## src/rtl/imem_loader.sv

```systemverilog
// imem_loader: assembles a big-endian byte stream into 32-bit words, writes them to
// instruction memory, and holds the CPU in reset until the program has fully loaded.
module imem_loader #(
    parameter int unsigned NWORDS  = 64,
    parameter int unsigned TIMEOUT = 1000000
) (
    input  logic        CLK,
    input  logic        RESET,
    input  logic        START,
    input  logic [7:0]  RX_DATA,
    input  logic        RX_VALID,
    output logic        RX_READY,
    output logic        WE,
    output logic [5:0]  WA,
    output logic [31:0] WD,
    output logic        CPU_RESET,
    output logic        DONE,
    output logic        ERROR
);

    localparam int unsigned AW = 6;
    localparam int unsigned DW = 32;
    localparam int unsigned TW = $clog2(TIMEOUT + 1);

    localparam logic [AW-1:0] LAST_WORD  = AW'(NWORDS - 1);
    localparam logic [TW-1:0] TIMER_LAST = TW'(TIMEOUT - 1);

    typedef enum logic [2:0] {
        S_IDLE  = 3'd0,
        S_LOAD  = 3'd1,
        S_WRITE = 3'd2,
        S_FIN   = 3'd3,
        S_ERR   = 3'd4
    } state_t;

    state_t        state_q,     state_d;
    logic [1:0]    byte_cnt_q,  byte_cnt_d;
    logic [AW-1:0] word_cnt_q,  word_cnt_d;
    logic [TW-1:0] timer_q,     timer_d;
    // only the first three bytes need storage; the fourth goes straight into WD
    logic [23:0]   asm_q,       asm_d;
    logic [AW-1:0] wa_q,        wa_d;
    logic [DW-1:0] wd_q,        wd_d;
    logic          rx_ready_q,  rx_ready_d;
    logic          we_q,        we_d;
    logic          cpu_reset_q, cpu_reset_d;
    logic          done_q,      done_d;
    logic          error_q,     error_d;
    logic          accept_c;

    // next-state, datapath and registered-output decode
    always_comb begin
        state_d    = state_q;
        byte_cnt_d = byte_cnt_q;
        word_cnt_d = word_cnt_q;
        timer_d    = timer_q;
        asm_d      = asm_q;
        wa_d       = wa_q;
        wd_d       = wd_q;
        accept_c   = (state_q == S_LOAD) && RX_VALID;

        case (state_q)
            S_IDLE, S_FIN, S_ERR: begin
                if (START) begin
                    state_d    = S_LOAD;
                    byte_cnt_d = 2'd0;
                    word_cnt_d = '0;
                    timer_d    = '0;
                    asm_d      = '0;
                end
            end
            S_LOAD: begin
                if (accept_c) begin
                    // acceptance beats a timeout falling on the same cycle
                    timer_d    = '0;
                    asm_d      = {asm_q[15:0], RX_DATA};
                    byte_cnt_d = byte_cnt_q + 2'd1;
                    if (byte_cnt_q == 2'd3) begin
                        state_d = S_WRITE;
                        wa_d    = word_cnt_q;
                        wd_d    = {asm_q, RX_DATA};
                    end
                end else begin
                    timer_d = timer_q + TW'(1);
                    if (timer_q == TIMER_LAST) begin
                        state_d = S_ERR;
                    end
                end
            end
            S_WRITE: begin
                if (word_cnt_q == LAST_WORD) begin
                    state_d = S_FIN;
                end else begin
                    word_cnt_d = word_cnt_q + AW'(1);
                    state_d    = S_LOAD;
                end
            end
            default: state_d = S_IDLE;
        endcase

        rx_ready_d  = (state_d == S_LOAD);
        we_d        = (state_d == S_WRITE);
        cpu_reset_d = (state_d != S_FIN);
        done_d      = (state_d == S_FIN);
        error_d     = (state_d == S_ERR);
    end

    // state and output registers with synchronous reset
    always_ff @(posedge CLK) begin
        if (RESET) begin
            state_q     <= S_IDLE;
            byte_cnt_q  <= 2'd0;
            word_cnt_q  <= '0;
            timer_q     <= '0;
            asm_q       <= '0;
            wa_q        <= '0;
            wd_q        <= '0;
            rx_ready_q  <= 1'b0;
            we_q        <= 1'b0;
            cpu_reset_q <= 1'b1;
            done_q      <= 1'b0;
            error_q     <= 1'b0;
        end else begin
            state_q     <= state_d;
            byte_cnt_q  <= byte_cnt_d;
            word_cnt_q  <= word_cnt_d;
            timer_q     <= timer_d;
            asm_q       <= asm_d;
            wa_q        <= wa_d;
            wd_q        <= wd_d;
            rx_ready_q  <= rx_ready_d;
            we_q        <= we_d;
            cpu_reset_q <= cpu_reset_d;
            done_q      <= done_d;
            error_q     <= error_d;
        end
    end

    assign RX_READY  = rx_ready_q;
    assign WE        = we_q;
    assign WA        = wa_q;
    assign WD        = wd_q;
    assign CPU_RESET = cpu_reset_q;
    assign DONE      = done_q;
    assign ERROR     = error_q;

endmodule
```

## config.mk

```make
export PLATFORM = sky130hd
export DESIGN_NAME = imem_loader
export DESIGN_NICKNAME = d
export VERILOG_FILES = /design/src/rtl/imem_loader.sv
export SDC_FILE = /design/constraint.sdc
export NUM_CORES = 1
export LEC_CHECK = 0
export CAP_MARGIN = 20
export CORE_MARGIN = 3
export CORE_UTILIZATION = 55
export CTS_CLUSTER_SIZE = 24
export DETAILED_ROUTE_END_ITERATION = 10
export PLACE_DENSITY = 0.91
export SYNTH_ARGS = -nofsm -noshare
export SYNTH_HDL_FRONTEND = slang
export SYNTH_SLANG_ARGS = --single-unit
```

## constraint.sdc

```tcl
create_clock -name CLK -period 2.6 [get_ports CLK]
set_input_delay 0.52 -clock CLK [delete_from_list [all_inputs] [get_ports CLK]]
set_output_delay 0.52 -clock CLK [all_outputs]
set_load 0.03 [all_outputs]
```

==> results of run 1 <==
metal layers:
layer	routed length [um]	up-vias	track usage, %
met2	4450	108	36.6
met3	527	14	5.17
li1	-	1700	-
met5	0	-	0
met1	3910	1643	28.4
met4	133	0	8.55
synth_stat cells (3+ instances only):
library cell | n | area, um^2
mux2i_1 | 3 | 30.0
nor2_1 | 13 | 48.8
inv_1 | 5 | 18.8
o211ai_1 | 3 | 22.5
or4_1 | 3 | 22.5
a31oi_1 | 6 | 37.5
nand2_1 | 91 | 342
ha_1 | 3 | 37.5
dfxtp_1 | 98 | 1960
a21oi_1 | 57 | 285
a311o_1 | 3 | 30.0
nor4_1 | 3 | 18.8
and4_1 | 7 | 61.3
clkbuf_1 | 11 | 41.3
o21ai_0 | 14 | 70.1
and2_1 | 3 | 18.8
nand2b_1 | 4 | 25.0
or3_1 | 6 | 37.5
a21boi_0 | 3 | 22.5
nor2b_1 | 4 | 25.0
nor3_1 | 5 | 25.0
and3_1 | 5 | 31.3
buf_4 | 3 | 22.5
nand3_1 | 11 | 55.1
nand4_1 | 4 | 25.0
buf_2 | 12 | 60.1
a22o_1 | 25 | 219
sequential cells by signal, summed over array words and instances (netlist names):
register and flops:
DONE 1, state_q 3, asm_q 24, RX_READY 1, WE 1, timer_q 20
WD 32, ERROR 1, byte_cnt_q 2, CPU_RESET 1, WA 6, word_cnt_q 6
through the flow:
stage / hold slack, ns / util, % / cells
after floorplan: 0.428 / - / 443
after detailed placement: 0.448 / 66.5 / 578
after CTS: 0.463 / 69.3 / 594
after global routing: 0.481 / 69.3 / 594
after global placement: 0.442 / 66.5 / 578
final: 0.460 / 69.3 / 594
worst paths after layout:
| path | to | cells past startpoint | slack, ns | from |
|---|---|---|---|---|
| max reg2reg | timer_q[11] | 4 | 0.50 | state_q[1] |
| min | WA[1] | 2 | 0.46 | WA[1] |
| min reg2reg | WA[1] | 2 | 0.46 | WA[1] |
| max | timer_q[11] | 5 | 0.34 | START |
worst max-delay path, cell delays in order:
cell and delay, ns:
clkdlybuf4s50_1 0.53, nor3b_2 0.25, a21oi_1 0.79, nand2_1 0.23, a31oi_1 0.24
report_power, final:
group	switching (mW)	internal [mW]
combinational	0.0872	0.0570
clock	0.586	0.374
sequential	0.0140	1.51
total	0.687	1.94
kinds of logic after synthesis:
| family | after synthesis |
|---|---|
| and+or+nand+nor | 172 |
| AOI/OAI and AO/OA | 134 |
| DFF | 98 |
| buffers and inverters | 33 |
| muxes | 3 |
| adders and majority gates | 3 |
final cells by class:
type,count,area (um^2)
Fill cell,537,2110
Inverter,5,18.8
Timing Repair Buffer,67,646
Multi-Input combinational cell,312,1820
Sequential cell,98,1960
Tap cell,96,120
Clock inverter,7,71.3
Clock buffer,9,124
==> results.txt, run 1 <==
Post-synth ARST share - 0%
Period minus WS final - 2.26 ns
final estimated routing congestion in global placement - 0.871
Seq/Total Area, Yosys - 49.8%
post-route ant nets - 0
clock skew - 0.00960 ns
first-pass GRT wire length - 15,200 um
GRT overflow - 0
buffers added on ports - 54
post-synthesis cell count - 443
Final Cell Area - 4760 um^2
Final Cycle Share - 86.7%
Horiz. Die Dim - 90.7 um
DR WL/cell - 15.2 um
TritonCTS clock tree - yes
critical path endpoint category - flop
dpl ws - 0.0245 ns
CTS sink cnt - 98
Post-CTS Repair Setup Buffers - 0
XOR/XNOR share of the synthesized area - 0%
ANT cells - 0
setup violators final - 0
commonest non-fill, non-tap cell in the layout - dfxtp_1
DRC viols - 0
Max Transition Viols Final - 0
syn_area_per_cell - 8.90 um^2
status - finished clean
CTS Buf Count - 9
core area - 6870 um^2
Yosys cell types - 54
detailed placement HPWL - 6170 um
via count of the routed design - 3,465
Final WS setup - 0.345 ns
power per cell area - 552 nW/um^2
fmax - 0.443 GHz
combinational family with the most area after synthesis - compound AO/OA/AOI/OAI gates
Detailed Route Iter0 Violations - 285
H-Tree Depth - 3
slew margin rel. - 33.7%
Ys Warns - 0
Synth Area in Simple Gates - 22.1%
Post-Synth Adder-Cell Area - 0.952%
Boundary Pins - 55
area of the die - 8220 um^2
final setup TNS - 0 ns
Synthesized Nets - 458
Worst EP arrival - 2.56 ns
worst slew pin tran - 0.994 ns
Area after DPL - 4570 um^2
crit path max fanout - 13
Worst Path Required - 2.90 ns
Power, Total - 2.63 mW
number of flops mapped to enable cells by yosys - 0
Area Overhead vs Synth - 20.8%
largest net degree at the start of global routing - 39
CTS Hold Bufs - 0
Synth Cell Area - 3940 um^2
Final Hold Viols - 0
clock latency on the worst-skew pair - 0.38 ns
Initial Util - 57.4%
RSZ-0062 raised after global routing - false
Worst Setup Path Type - input port to flop
Vias/cell - 5.83
Hold Crit Class - flop to flop
layout cells sized above 1 - 7.63%
Pleak - 1.65 nW
root buffer cell - clkbuf_8
max cap viols - 0
total track usage - 22.3%
count of standard-cell rows - 30
Synth Register Bits - 98
Final #Nets - 508
die height - 90.7 um
CTS resizes - 0
multiplexer area fraction after synthesis - 0.762%
commonest cells after routing, fill and taps aside - dfxtp_1 (98), nand2_1 (91), a21oi_1 (57), clkdlybuf4s50_1 (53), a22o_1 (25)
IR drop worst, VDD - 0.290 mV
crit start category - input port
main flop type after synthesis - dfxtp_1
vias in the first global route - 3,189
Detailed Route WL - 9020 um
CTS max path bufs - 2
clk slew on worst S/H paths - 0.10 ns
Pre-Repair DR Iteration Count - 5
Compound-Gate Fraction of Synth Area - 22.4%
initial antenna violation count - 0
(Power assumes the default switching activity.)
==> inputs of run 2 (changes only) <==
SKIP_LAST_GASP = 1   (was unset)
==> results of run 2 <==
Final layout, timing and power as in run 1 (identical DEF).
==> inputs of run 3 (changes only) <==
CORE_MARGIN = unset   (was 3)
==> run 3 against run 2 <==
Fmax up 9.0%. Final area up 0.68%. Register-to-register slack better by 0.08 ns. Clock power up 2%. Clock skew up 0.0058 ns. Wire length down 2.3%. Non-clock buffer count up 4.
==> results.txt, run 3 (synthesized netlist as in run 1, its figures left out) <==
clock skew - 0.0154 ns
core area - 6870 um^2
Int Pwr - 1.95 mW
Area Overhead vs Synth - 21.6%
clk slew on worst S/H paths - 0.11 ns
detailed placement HPWL - 5940 um
hold slack - 0.459 ns
setup violators final - 0
layout cells sized above 1 - 8.37%
Initial Util - 57.4%
die height - 86.7 um
H-Tree Depth - 3
Final Hold Viols - 0
root buffer cell - clkbuf_8
Hold Crit Class - flop to flop
Boundary Pins - 55
buffers added on ports - 54
crit start category - input port
max cap viols - 0
Gate power share - 5.7%
GRT overflow - 0
slew margin rel. - 61.4%
FF-to-FF setup slack - 0.58 ns
Clk pwr share - 36.8%
Max Transition Viols Final - 0
Final Cycle Share - 79.6%
worst slew pin tran - 0.578 ns
Horiz. Die Dim - 86.7 um
post-route ant nets - 0
count of standard-cell rows - 30
P_sw - 0.697 mW
Post-CTS Repair Setup Buffers - 0
Detailed Route Iter0 Violations - 249
vias in the first global route - 3,111
commonest cells after routing, fill and taps aside - dfxtp_1 (98), nand2_1 (91), a21oi_1 (57), clkdlybuf4s50_1 (53), a22o_1 (25)
final estimated routing congestion in global placement - 0.851
CTS Buf Count - 9
ANT cells - 0
Pleak - 1.67 nW
part of the power in registers - 57.5%
TritonCTS clock tree - yes
largest net degree at the start of global routing - 39
total track usage - 24.7%
commonest non-fill, non-tap cell in the layout - dfxtp_1
final setup TNS - 0 ns
first-pass GRT wire length - 14,700 um
IR drop worst, VDD - 0.304 mV
Worst Setup Path Type - input port to flop
clock latency on the worst-skew pair - 0.37 ns
Vias/cell - 5.84
Detailed Route WL - 8810 um
crit path max fanout - 26
Pre-Repair DR Iteration Count - 5
DRC viols - 0
Worst EP arrival - 2.39 ns
area of the die - 7510 um^2
CTS max path bufs - 2
CTS Hold Bufs - 0
fmax - 0.483 GHz
Final #Nets - 512
Worst Path Required - 2.92 ns
RSZ-0062 raised after global routing - false
critical path endpoint category - flop
max reg flops - 32
status - finished clean
power per cell area - 553 nW/um^2
CTS sink cnt - 98
switch share - 26.3%
initial antenna violation count - 0
Period minus WS final - 2.07 ns
CTS resizes - 0
DR WL/cell - 14.7 um
via count of the routed design - 3,492
-- run 3: path summary, 6_finish.rpt --
path / cells after the start / to / start
min: 2 / WA[1] / WA[1]
max: 5 / asm_q[6] / START
max reg2reg: 4 / asm_q[6] / state_q[1]
min reg2reg: 2 / WA[1] / WA[1]
-- run 3: metal layers --
metal  vias to the layer above  wire length, um  track usage [%]  share of wire, %
li1                       1712                -                -                 -
met1                      1642             3960             33.1                45
met2                       125             4280             40.3                49
met3                        13              425             4.19               4.8
met4                         0              140             9.09               1.6
met5                         -                0                0                 0
-- run 3: area by class of cell --
class,instances,area [um^2]
Fill cell,504,2070
Sequential cell,98,1960
Multi-Input combinational cell,312,1820
Timing Repair Buffer,71,676
Clock buffer,9,124
Tap cell,96,120
Clock inverter,7,73.8
Inverter,5,18.8
-- run 3: power groups by stage --
| stage | clock, mW | sequential, mW | combinational (mW) |
|---|---|---|---|
| after floorplan | 0 | 1.56 | 0.0895 |
| after global routing | 1.04 | 1.53 | 0.164 |
| after CTS | 0.985 | 1.52 | 0.149 |
| after detailed placement | 0 | 1.56 | 0.147 |
| after global placement | 0 | 1.56 | 0.143 |
| final | 0.977 | 1.52 | 0.150 |
-- run 3: critical path, stage by stage --
cell	delay (ns)
clkdlybuf4s50_1	0.45
nor3b_2	0.21
a311o_1	0.46
nor2_4	0.49
a22o_1	0.25
-- run 3: through the flow --
step	utilization [%]	power, mW	std cells	cell area, um^2	worst slack (ns)
after CTS	69.8	2.66	598	4800	0.556
after floorplan	-	1.65	443	3940	0.876
final	69.8	2.65	598	4800	0.532
after global routing	69.8	2.73	598	4800	0.435
after detailed placement	66.9	1.71	582	4600	0.165
after global placement	66.9	1.70	582	4600	0.222
